<file path="src/rtl/lsu_mem_seq.sv">
// Load/store sequencer: turns one core request into one or two word-aligned memory beats.
// Optional macro LSU_MISALIGN_SPLIT_EN enables two-beat handling of word-crossing accesses.
module lsu_mem_seq #(
    parameter int ADDR_W  = 32,
    parameter int TIMEOUT = 255
) (
    input  logic              clk,
    input  logic              rst_n,
    input  logic              req_valid,
    output logic              req_ready,
    input  logic              req_we,
    input  logic [ADDR_W-1:0] req_addr,
    input  logic [2:0]        req_func3,
    input  logic [31:0]       req_wdata,
    output logic              mem_req,
    input  logic              mem_gnt,
    output logic [ADDR_W-1:0] mem_addr,
    output logic              mem_we,
    output logic [3:0]        mem_be,
    output logic [31:0]       mem_wdata,
    input  logic              mem_rvalid,
    input  logic [31:0]       mem_rdata,
    output logic              rsp_valid,
    output logic              rsp_err,
    output logic [31:0]       rx_read_data,
    output logic [1:0]        rx_addr_lsb,
    output logic [2:0]        rx_func3
);
    typedef enum logic [2:0] {IDLE, REQ0, WAIT0, REQ1, WAIT1, RESP} state_t;
    localparam logic [7:0] WAIT_LAST = 8'(TIMEOUT - 1);

    state_t            state, state_nx;
    logic              we_q, err_q;
    logic [ADDR_W-1:0] addr_q;
    logic [2:0]        func3_q;
    logic [31:0]       wdata_q, d0_q;
    logic [7:0]        wait_cnt;
    logic              accept, cap0, cap1, tmo, ld_done, req_bad;
    logic [1:0]        off, size;
    logic              crosses, split, realign, beat1;
    logic [7:0]        be_wide;
    logic [5:0]        sh;
    logic [31:0]       wrot, d0_src, merged, drot;

    function automatic logic [3:0] mask_f(input logic [1:0] sz);
        case (sz)
            2'b00:   return 4'b0001;
            2'b01:   return 4'b0011;
            default: return 4'b1111;
        endcase
    endfunction

    function automatic logic crosses_f(input logic [1:0] sz, input logic [1:0] o);
        logic [2:0] nb;
        nb = (sz == 2'b00) ? 3'd1 : (sz == 2'b01) ? 3'd2 : 3'd4;
        return ({1'b0, o} + nb) > 3'd4;
    endfunction

    assign off     = addr_q[1:0];
    assign size    = func3_q[1:0];
    assign crosses = crosses_f(size, off);
    assign realign = (size == 2'b01 && off[0]) || (size == 2'b10 && off != 2'b00);
    assign be_wide = {4'b0000, mask_f(size)} << off;
    assign sh      = {1'b0, off, 3'b000};
    assign wrot    = (wdata_q << sh) | (wdata_q >> (6'd32 - sh));

`ifdef LSU_MISALIGN_SPLIT_EN
    assign split   = crosses;
    assign beat1   = (state == REQ1);
    assign req_bad = (req_func3[1:0] == 2'b11);
`else
    assign split   = 1'b0;
    assign beat1   = 1'b0;
    assign req_bad = (req_func3[1:0] == 2'b11) || crosses_f(req_func3[1:0], req_addr[1:0]);
`endif

    always_comb begin
        state_nx = state;
        accept   = 1'b0;
        cap0     = 1'b0;
        cap1     = 1'b0;
        tmo      = 1'b0;
        case (state)
            IDLE: if (req_valid) begin
                accept   = 1'b1;
                state_nx = req_bad ? RESP : REQ0;
            end
            REQ0: if (mem_gnt) state_nx = !we_q ? WAIT0 : (split ? REQ1 : RESP);
            WAIT0: begin
                if (mem_rvalid) begin
                    cap0     = 1'b1;
                    state_nx = split ? REQ1 : RESP;
                end else if (wait_cnt == WAIT_LAST) begin
                    tmo      = 1'b1;
                    state_nx = RESP;
                end
            end
`ifdef LSU_MISALIGN_SPLIT_EN
            REQ1: if (mem_gnt) state_nx = we_q ? RESP : WAIT1;
            WAIT1: begin
                if (mem_rvalid) begin
                    cap1     = 1'b1;
                    state_nx = RESP;
                end else if (wait_cnt == WAIT_LAST) begin
                    tmo      = 1'b1;
                    state_nx = RESP;
                end
            end
`endif
            RESP:    state_nx = IDLE;
            default: state_nx = IDLE;
        endcase
    end

    // Merge happens on the edge entering RESP, so the final beat is taken straight off mem_rdata.
    always_comb begin
        d0_src = cap0 ? mem_rdata : d0_q;
        merged = d0_src;
        for (int i = 0; i < 4; i++)
            if (crosses && i < int'(off)) merged[8*i +: 8] = mem_rdata[8*i +: 8];
    end
    assign drot    = (merged >> sh) | (merged << (6'd32 - sh));
    assign ld_done = !we_q && ((cap0 && !split) || cap1);

    always_ff @(posedge clk or negedge rst_n) begin
        if (!rst_n) begin
            state        <= IDLE;
            we_q         <= 1'b0;
            err_q        <= 1'b0;
            addr_q       <= '0;
            func3_q      <= '0;
            wdata_q      <= '0;
            d0_q         <= '0;
            wait_cnt     <= '0;
            rx_read_data <= '0;
            rx_addr_lsb  <= '0;
            rx_func3     <= '0;
        end else begin
            state <= state_nx;
            if (accept) begin
                we_q    <= req_we;
                addr_q  <= req_addr;
                func3_q <= req_func3;
                wdata_q <= req_wdata;
                err_q   <= req_bad;
            end else if (tmo) begin
                err_q <= 1'b1;
            end
            if (state == WAIT0 || state == WAIT1) wait_cnt <= wait_cnt + 8'd1;
            else                                  wait_cnt <= '0;
            if (cap0) d0_q <= mem_rdata;
            if (ld_done) begin
                rx_read_data <= realign ? drot : d0_src;
                rx_addr_lsb  <= realign ? 2'b00 : off;
                rx_func3     <= func3_q;
            end
        end
    end

    always_comb begin
        req_ready = (state == IDLE);
        mem_req   = (state == REQ0) || beat1;
        mem_addr  = '0;
        mem_be    = '0;
        mem_we    = 1'b0;
        mem_wdata = '0;
        if (mem_req) begin
            mem_addr  = {addr_q[ADDR_W-1:2], 2'b00} + {{(ADDR_W-3){1'b0}}, beat1, 2'b00};
            mem_be    = beat1 ? be_wide[7:4] : be_wide[3:0];
            mem_we    = we_q;
            mem_wdata = we_q ? wrot : '0;
        end
        rsp_valid = (state == RESP);
        rsp_err   = rsp_valid && err_q;
    end
endmodule
</file>
<file path="config.mk">
export PLATFORM = sky130hd
export DESIGN_NAME = lsu_mem_seq
export DESIGN_NICKNAME = d
export VERILOG_FILES = /design/src/rtl/lsu_mem_seq.sv
export SDC_FILE = /design/constraint.sdc
export NUM_CORES = 1
export LEC_CHECK = 0
export ABC_CLOCK_PERIOD_IN_PS = 3800
export BUFFER_PORTS_ARGS = -buffer_cell sky130_fd_sc_hd__clkbuf_2
export CORE_MARGIN = 2
export CORE_UTILIZATION = 30
export DETAILED_ROUTE_END_ITERATION = 8
export PLACE_DENSITY = 0.53
export SYNTH_ARGS = -nofsm -noshare
export SYNTH_HDL_FRONTEND = slang
export SYNTH_SLANG_ARGS = --single-unit
</file>
<file path="constraint.sdc">
create_clock -name clk -period 3.8 [get_ports clk]
set_clock_uncertainty 0.15 [all_clocks]
set_input_delay 0.38 -clock clk [delete_from_list [all_inputs] [get_ports clk]]
set_output_delay 0.38 -clock clk [all_outputs]
set_load 0.01 [all_outputs]
</file>
# Word level (Yosys, flattened, before mapping)
# Cells that the tools add are included.
# W data, S select, Z words.
# totals
register_bits,149
in_bits,105
out_inout_bits,110
elab_cells,89
# classes
add_sub_neg,4
order_cmp,5
eq_ne,12
n_shift,5
n_mux,33
n_bitwise,2
n_reduce_logical,17
# op_table
operator,n
$mux W32,5
$or A32 B32 Y32,2
$mux W8,4
$shl A32 B5 Y32,1
$shl A32 B6 Y32,1
$shr A32 B5 Y32,1
$shr A32 B6 Y32,1
$mux W3,10
$mux W1,10
$pmux W3 S3,1
$add A8 B1 Y8 const B,1
$eq A8 B8 Y1 const B,1
$pmux W4 S2,1
$logic_and A1 B1 Y1,7
$add A2 B3 Y3,2
$eq A3 B3 Y1 const B,2
$gt A3 B3 Y1 const B,2
$sub A6 B5 Y6 const A,1
$eq A2 B1 Y1 const B,2
$eq A2 B2 Y1 const B,2
$logic_not A2 Y1,2
$lt A1 B2 Y1 const A,2
$mux W4,1
$reduce_bool A2 Y1,2
12 further kinds,14

# Logic depth before layout (Yosys ltp)
# depth
word_depth,10
mapped_depth,12
depth_no_buf,9

# Worst setup path after synthesis
# Ideal clock, no wire load.
# synth_path
path_kind,reg-to-output
from,register addr_q[0]
to,output mem_wdata[25]
arrival_ns,2.724
required_ns,3.270
path_slack_ns,0.546
stages_incl_launch_ff,13
n_path_buf,6
path_cell_list,dfrtp_1 -> buf_2 -> clkinv_1 -> buf_2 -> clkbuf_1 -> ha_1 -> buf_2 -> or2_1 -> clkbuf_1 -> nor2_2 -> buf_2 -> a221oi_1 -> nor2_1
# synth_via
elab_chain_cells,5
# synth_lines
item,line_no,rtl
"start, declared",34,logic [ADDR_W-1:0] addr_q;
"start signal, assigned",142,addr_q <= req_addr;
$sub A6 B5 Y6,65,assign wrot = (wdata_q << sh) | (wdata_q >> (6'd32 - sh));
$shr A32 B6 Y32,65,
$or A32 B32 Y32 (*),65,
$mux W32 (*),171,mem_wdata = we_q ? wrot : '0;
$mux W32 (*),167,if (mem_req) begin
"end, declared",20,"output logic [31:0] mem_wdata,"
# Mark *: on every way between the ends. The rest lies on a longest branch, timed or not.

# Worst setup path in the final report
# layout_path
from,register addr_q[0]
to,output mem_wdata[4]
# Same word-level chain as after synthesis.

==> impl_metrics.json <==
{
  "initial_core_util_pct": 30.5,
  "maxCapViolCount": 0,
  "drtIter0Drc": 790,
  "final.setup.tns_ps": 0,
  "path_buf_inv": 2,
  "num_io_pins": 215,
  "detail-route-antenna-nets": 0,
  "vdd_ir_drop_max_mv": 0.485,
  "synthArstFlopShare_pct": 100,
  "dpl_worst_slack_ps": 544,
  "status": "complete, no violations",
  "timing.final.crit_share_pct": 90.9,
  "antenna_found_initial": 2,
  "wl_per_cell_um": 20.4,
  "clk_pin_slew_ps": 70,
  "crit_path_start_kind": "flop",
  "die_area_um2": 32400,
  "io_buffers": 212,
  "synthTopCellsByCount": "dfrtp_1 (149), nand2_1 (103), a21oi_1 (96), mux2_2 (83), nor2_1 (72)",
  "power.leakage_nw": 5.14,
  "hold_violations": 0,
  "fin_crit_ps": 3450,
  "grt_pass1_vias": 8878,
  "vias": 8909,
  "crit_family": "compound AO/OA/AOI/OAI gates",
  "max_slew_margin_pct": 42.4,
  "synthFlopType": "dfrtp_1",
  "cts_buffer_depth": 2,
  "ys_seq_elements": 149,
  "rows": 64,
  "cellPowerDensity_nw_per_um2": 1010,
  "nNetsFinal": 1326,
  "drv_slew": 0,
  "syn_to_final_growth_pct": 23.5,
  "synth_top_area_share_pct": 40.1,
  "max_freq_mhz": 289,
  "drc": 0,
  "clock-sinks": 149,
  "cp_max_fo": 9,
  "cts_tree": "yes",
  "final_core_util_pct": 37.6,
  "finalSetupViolCount": 0,
  "hold_class": "in2reg",
  "synth.top_cells.by_area": "dfrtp_1 (40%), mux2_2 (10%), a21oi_1 (5.2%)",
  "grt-ovfl-total": 0,
  "gp_congestion": 0.901,
  "core_um2": 30500,
  "crit_slowest_cell": "a21oi_1",
  "htreeDepth": 4,
  "synth_edf_count": 0,
  "arrival_ps": 2920,
  "rsz0062_at_grt": "false",
  "die_w_um": 180,
  "critPathMaxStageDelay_ps": 660,
  "place_hpwl_mm": 23.2,
  "dieHeight_um": 180,
  "setup.worst_path.end_class": "primary output",
  "fillers": 3140,
  "cp.required_ps": 3270,
  "critPathKind": "reg2out",
  "yosys.cell_count.top_type": "dfrtp_1",
  "tightest_slew_ps": 862,
  "syn_area_um2": 9290,
  "yosysWarnings": 0,
  "seq_area_frac_synth_pct": 40.1,
  "cts_buffers": 17,
  "synth_cells": 1014,
  "drtPass1Iterations": 6,
  "fin_ws_ps": 345,
  "drt-vias-per-instance": 5.50,
  "whs_ps": 11.0,
  "grt_pass1_wl_mm": 51.5,
  "layout-drive-gt1-share_pct": 31.3,
  "grt_max_degree": 72,
  "ys_types": 66,
  "path_cells": "clkinv_1, ha_1, or2_1, a21oi_1, a22oi_1, nor2_1, clkbuf_2",
  "worstSkewPairLatency_ps": 440,
  "track_usage_pct": 20.2,
  "cts-root-buf": "clkbuf_16",
  "yosysTopAreaCell": "dfrtp_1",
  "drt-total-wl_mm": 33.1,
  "syn_avg_cell_area_um2": 9.16
}
## kinds of logic (layout without fill, tap and decap cells)
logic type | after synthesis | after routing | share of synthesized area (%)
AOI/OAI and AO/OA | 348 | 348 | 24.5
and+or+nand+nor | 269 | 269 | 13.5
DFF | 149 | 149 | 40.1
muxes | 115 | 115 | 13.6
buffers and inverters | 114 | 323 | 5.83
adders and majority gates | 9 | 9 | 1.37
xor gates and xnor gates | 9 | 9 | 1.05
other | 1 | 3 | 0.0404
## timing repair
item,in CTS,in global routing
hold endpoints to repair,43,1
hold buffers,6,1
setup endpoints to repair,0,1
buffers inserted,0,0
gates resized for setup,0,1
## routing by layer
metal  vias to the layer above  share of wire, %  wire [um]  GRT usage (%)
met5                         -             0.039         13              0
met4                         2               2.1        694           6.37
met3                        47               8.7       2890           5.37
met2                       421                46      15300           32.1
met1                      4320                43      14100           26.8
li1                       4119                 -          -              -
## through the flow
step,cells,cell area (um2),power (mW)
finish,1621,11500,11.6
global route,1620,11500,12.4
CTS,1619,11500,11.6
detailed placement,1582,10800,9.71
global placement,1582,10800,9.67
floorplan,1015,9300,7.40
## cell usage in the layout (no fill, tap or decap), types with 3 or more instances in the layout
cell type / n
a211oi_1: 10
a21o_1: 3
a21oi_1: 96
a221oi_1: 9
a222oi_1: 6
a22o_1: 6
a22oi_1: 9
a31oi_1: 25
a32oi_1: 12
and2_1: 36
and3_1: 4
buf_4: 37
bufinv_16: 4
clkbuf_16: 17
clkbuf_2: 211
clkinv_1: 4
clkinv_4: 3
dfrtp_1: 148
dlygate4sd3_1: 7
ha_1: 7
inv_1: 31
mux2_2: 83
mux2i_1: 30
nand2_1: 103
nand2b_1: 6
nand3_1: 14
nand4_1: 3
nor2_1: 72
nor2b_1: 12
nor3_1: 4
o211ai_1: 46
o21ai_0: 50
o21ai_1: 6
o221ai_1: 5
o22ai_1: 39
o31ai_1: 9
xor2_1: 7
## flip-flops by register name, indices dropped and copies added, names as in the netlist, 3 cells and up
| register | count |
|---|---|
| addr_q | 32 |
| wdata_q | 32 |
| state | 3 |
| rx_func3 | 3 |
| func3_q | 3 |
| wait_cnt | 8 |
| d0_q | 32 |
| rx_read_data | 32 |
## path summary, 6_finish.rpt
path	endpoint	start	slack, ps	depth (start not counted)
setup / recovery	mem_wdata[4]	addr_q[0]$_DFFE_PN0P_	350	7
hold / removal	wdata_q[19]$_DFFE_PN0P_	req_wdata[19]	10	2
setup reg to reg	rx_read_data[27]$_DFFE_PN0P_	func3_q[1]$_DFFE_PN0P_	470	9
hold reg to reg	rx_func3[2]$_DFFE_PN0P_	func3_q[2]$_DFFE_PN0P_	330	2
max in group asynchronous	addr_q[13]$_DFFE_PN0P_	rst_n	2300	3
min in group asynchronous	d0_q[25]$_DFF_PN0_	rst_n	270	2
## where the power goes
part	internal, mW	switching [mW]	total (mW)	leakage [nW]
registers	2.34	0.633	2.98	1.78
clock network	1.13	0.735	1.86	0.315
logic	2.66	4.14	6.80	3.04
## layout make-up
cell class / count / area, um2 / share of cell area (%)
sequential: 149 / 3730 / 32.5
clock buffer: 18 / 439 / 3.83
inverter: 35 / 131 / 1.15
multi-input combinational: 752 / 5040 / 43.9
tap: 396 / 495 / 4.32
antenna: 1 / 2.50 / 0.0218
timing repair buffer: 257 / 1440 / 12.5
clock inverter: 13 / 196 / 1.71
Note: power is estimated with default switching activity, not from simulation.
